$ cat src/rtl/lfsr_predict.sv
// Local copy of the far-end LFSR: predicts the next received bit from the
// last WIDTH received bits and flags a mismatch. Received bits are always
// shifted in, so the register tracks the channel rather than its own guess.
module lfsr_predict #(
    parameter int               WIDTH    = 16,
    parameter logic [WIDTH-1:0] FEEDBACK = 16'b0000_0000_0010_1101
) (
    input  logic clk,
    input  logic rst,
    input  logic bit_valid,
    input  logic bit_in,
    output logic expected,
    output logic mismatch,
    output logic is_zero
);

    logic [WIDTH-1:0] lreg;

    assign expected = ^(lreg & FEEDBACK);
    assign mismatch = bit_in ^ expected;
    assign is_zero  = (lreg == '0);

    // shift the received bit into the MSB on every valid bit
    always_ff @(posedge clk or posedge rst) begin
        if (rst)
            lreg <= '0;
        else if (bit_valid)
            lreg <= {bit_in, lreg[WIDTH-1:1]};
    end

endmodule

$ cat config.mk
export PLATFORM = sky130hd
export DESIGN_NAME = lfsr_predict
export DESIGN_NICKNAME = d
export VERILOG_FILES = /design/src/rtl/lfsr_predict.sv
export SDC_FILE = /design/constraint.sdc
export NUM_CORES = 1
export LEC_CHECK = 0
export ABC_AREA = 1
export CELL_PAD_IN_SITES_DETAIL_PLACEMENT = 1
export CELL_PAD_IN_SITES_GLOBAL_PLACEMENT = 2
export CORE_MARGIN = 5
export CORE_UTILIZATION = 29
export DETAILED_ROUTE_END_ITERATION = 10
export GPL_ROUTABILITY_DRIVEN = 0
export PLACE_DENSITY = 0.72
export SLEW_MARGIN = 20
export SYNTH_ARGS = -nofsm -noshare
export SYNTH_HDL_FRONTEND = slang
export SYNTH_SLANG_ARGS = --single-unit
$ cat constraint.sdc
create_clock -name clk -period 1.39 [get_ports clk]
set_clock_uncertainty 0.05 [all_clocks]
set_input_delay 0.3475 -clock clk [delete_from_list [all_inputs] [get_ports clk]]
set_output_delay 0.3475 -clock clk [all_outputs]
set_load 0.1 [all_outputs]
### Word-level counts from Yosys, hierarchy flattened

Index checks and enable logic that the tools add are counted.

| word-level totals | value |
|---|---|
| bits in registers | 16 |
| input bits | 4 |
| output and inout port bits | 3 |
| word-level logic and storage cells | 4 |

| cells by class | value |
|---|---|
| bitwise operators | 1 |
| reduce and logical (&&, ||, !) cells | 2 |

Operators with widths:

| operator | count |
|---|---|
| 16-bit zero test | 1 |
| 16-bit XOR reduction | 1 |
| 1-bit XOR | 1 |

### Longest topological paths before layout

| logic depth | value |
|---|---|
| depth after elaboration | 2 |
| mapped depth | 7 |
| mapped depth without buffers | 7 |

### Worst setup path after synthesis

No wires, ideal clock.

| timing | value |
|---|---|
| kind | register -> output |
| start | register lreg[2] |
| end | output is_zero |
| data arrival time | 1.999 ns |
| required time | 0.993 ns |
| slack | -1.007 ns |
| stages on the path, launching flop included | 7 |
| path buffers | 0 |
| cells stage by stage | dfrtp_1 > inv_1 > ha_1 > nand2_1 > nor2_1 > nand2_1 > nor2_1 |

| between the ends | value |
|---|---|
| word-level cells in the longest chain between the ends | 1 |

Ends and longest elaborated chain:

| what | RTL line | text |
|---|---|---|
| from (decl) | 17 | `logic [WIDTH-1:0] lreg;` |
| from (signal assigned) | 28 | `lreg <= {bit_in, lreg[WIDTH-1:1]};` |
| 16-bit zero test | 21 | `assign is_zero = (lreg == '0);` |
| to (decl) | 14 | `output logic is_zero` |

Every way passes these cells.

### Worst setup path after layout

| timing | value |
|---|---|
| start | register lreg[3] |
| end | output mismatch |

| between the ends | value |
|---|---|
| word-level cells in the longest chain between the ends | 2 |

Ends and longest elaborated chain:

| what | RTL line | text |
|---|---|---|
| 16-bit XOR reduction | 19 | `assign expected = ^(lreg & FEEDBACK);` |
| 1-bit XOR | 20 | `assign mismatch = bit_in ^ expected;` |
| to (decl) | 13 | `output logic mismatch,` |

Every way passes these cells.

==> run_results.csv <==
group,metric,value,unit
run_status,status,"finished with violations",
run_status,violations,"negative setup slack",
global_routing,globalRoute.totalOverflow,0,
synthesis,synth_top_cell_area_share,53.5,%
synthesis,ys_types,12,
die,io_pins,7,
global_routing,grt_pass1_vias,638,
synthesis,synthTopCellsByCount,"19 x nand2_1, 16 x dfrtp_1, 13 x inv_1, 12 x nor2_1, 10 x o21ai_0",
die,dieArea,3700,sq um
power_and_ir_drop,max-vdd-ir-drop,817,uV
finish,final_nets,114,
clock_network,cts-root-buf,"clkbuf_4",
timing,tightest_slew,0.206,ns
finish,antennaDiodeCount,0,
clock_network,clk_pin_slew_worst_paths,0.09,ns
worst_hold_path,holdCritPathClass,"primary input to async pin",
clock_network,cts_hold_buf,0,
synthesis,synth_area_leaders,"dfrtp_1 54%, nand2_1 9.5%, o21ai_0 6.7%",
drt,wl_per_cell,13.5,um
timing,setup_viol,3,
clock_network,clock_latency,0.28,ns
synthesis,async_flop_share,100,%
drt,wirelength,1860,um
finish,top_register,"lreg",
timing,rsz0062_at_grt,"yes",
finish,largest_reg_flops,16,
timing,hold_viol,0,
die,chipHeight,60.8,um
timing,timing.final.crit_share,142,%
placed_design,io_buffer_count,6,
placed_design,place_inst,133,
synthesis,synth-seq-cells,16,
drt,drt_iter0_markers,9,
critical_path,critPathRequiredTime,0.99,ns
critical_path,worst-setup-path-type,"flop to output port",
clock_network,cts_tree,"done",
synthesis,synth-simple-area-share,21.1,%
finish,syn2layout_area_growth,50.8,%
placed_design,dpl_worst_slack,-0.368,ns
timing,slew_violations,0,
global_routing,grt_pass1_wl,2990,um
synthesis,synth-main-ff-cell,"dfrtp_1",
timing,fin_crit,1.97,ns
synthesis,synth_fa_ha_area_share,1.67,%
synthesis,seq_area_frac_synth,53.5,%
drt,num_vias,620,
global_routing,grt_max_degree,33,
timing,tns,-1.55,ns
finish,fin_util,45.6,%
synthesis,syn_area_per_cell,8.50,sq um
critical_path,cp_max_fo,3,
synthesis,synth_xor_area_share,0,%
die,die-width,60.8,um
synthesis,synth_top_family_by_area,"simple AND/OR/NAND/NOR gates",
synthesis,synth_most_common_cell,"nand2_1",
timing,timing.fmax,0.506,GHz
clock_network,numCtsBuffers,3,
synthesis,synth_area,748,sq um
synthesis,synth_top_area_cell,"dfrtp_1",
clock_network,cts.sinks,16,
synthesis,synth_edf_count,0,
synthesis,synthMuxAreaShare,0,%
drt,firstDrtPassIters,2,
clock_network,htreeDepth,1,
synthesis,yosys_warnings,0,
synthesis,syn_inst,88,
drt,drc,0,
global_routing,grt_antenna_before_repair,0,
finish,drive_above_1_share,39.8,%
timing,relSlewSlack,86.1,%
run,drv_cap,0,
global_routing,grt_usage,11.2,%
critical_path,end_kind,"output port",
power_and_ir_drop,powerDensity,1440,nW/um^2
power_and_ir_drop,p_leak,0.000516,uW
synthesis,synth.net_count,93,
die,rows,18,
critical_path,arrival,1.58,ns
die,core_area,2480,sq um
synthesis,synth_compound_area_share,12.7,%
timing,setup_ws,-0.585,ns
drt,avgViaCountPerCell,4.49,
clock_network,cts_buffer_depth,2,
drt,postRouteAntennaNets,0,
critical_path,startpoint_type,"flop",
finish,top_regs,"lreg: 16 flops",
die,initial_core_util,30.2,%
finish,instances_no_fill,138,
placed_design,dpl.hpwl,1250,um
## final timing paths
path	start	endpoint	slack (ns)	cells after the start
hold / removal	rst	lreg[10]	0.32	3
setup reg to reg	lreg[5]	lreg[5]	0.34	3
min in group clk	lreg[12]	lreg[11]	0.46	2
hold reg to reg	lreg[12]	lreg[11]	0.46	2
setup / recovery	lreg[3]	mismatch	-0.58	8
max in group asynchronous	rst	lreg[0]	0.77	3
## where the power goes
group          internal (uW)  switching (uW)
logic                    294             446
clock network            159             143
registers                532            46.3
## layer usage
metal	track usage [%]	wire length (um)
met3	3.19	57
met5	0	0
met4	4.64	21
met2	17.1	904
met1	14.7	878
## stage by stage
stage	cell area [sq um]	hold slack, ns	power, uW
floorplan	807	0.211	973
global placement	1000	0.420	1180
detailed placement	1000	0.424	1200
CTS	1110	0.322	1610
global route	1130	0.340	1710
finish	1130	0.316	1620
## timing repair
item	CTS	global route
resized for setup	16	4
setup buffers	1	0
pin swaps	7	2
endpoints found under the hold margin	0	0
endpoints found under the setup margin	3	3
## critical path: stages (launching register included)
cell,delay (ns)
dfrtp_1,0.40
inv_2,0.09
ha_4,0.23
inv_4,0.08
nand2_4,0.07
nand3_4,0.09
nand3_4,0.10
nand2_8,0.08
buf_12,0.16
## cells in the final DEF (no fill, tap or decap)
cell              n
nand2_2           1
dfrtp_2           1
inv_4             1
nor2_4            1
o21ai_0          10
nor2_1           11
clkdlybuf4s50_1   3
nor3_1            1
nand2_1          13
ha_4              1
nand4_1           1
clkbuf_4          3
buf_12            4
inv_1             9
nand2_4           4
a21oi_2           4
nand3_2           1
dfrtp_1          15
clkbuf_8          1
buf_4            12
nand3_4           5
inv_2             3
a21oi_1           2
nand2_8           1
## cells by family after synthesis
kind of cell,count (synthesis)
adder cells (fa/ha/maj),1
buffers and inverters,16
AO/OA/AOI/OAI,16
AND/OR/NAND/NOR,39
flip-flops,16
## cell type report
| cell class | instances | area (sq um) |
|---|---|---|
| Tap cell | 30 | 37.5 |
| Timing Repair Buffer | 19 | 200 |
| Clock buffer | 4 | 36.3 |
| Inverter | 13 | 51.3 |
| Multi-Input combinational cell | 56 | 402 |
| Fill cell | 288 | 1350 |
| Sequential cell | 16 | 402 |
(Power assumes the default switching activity.)
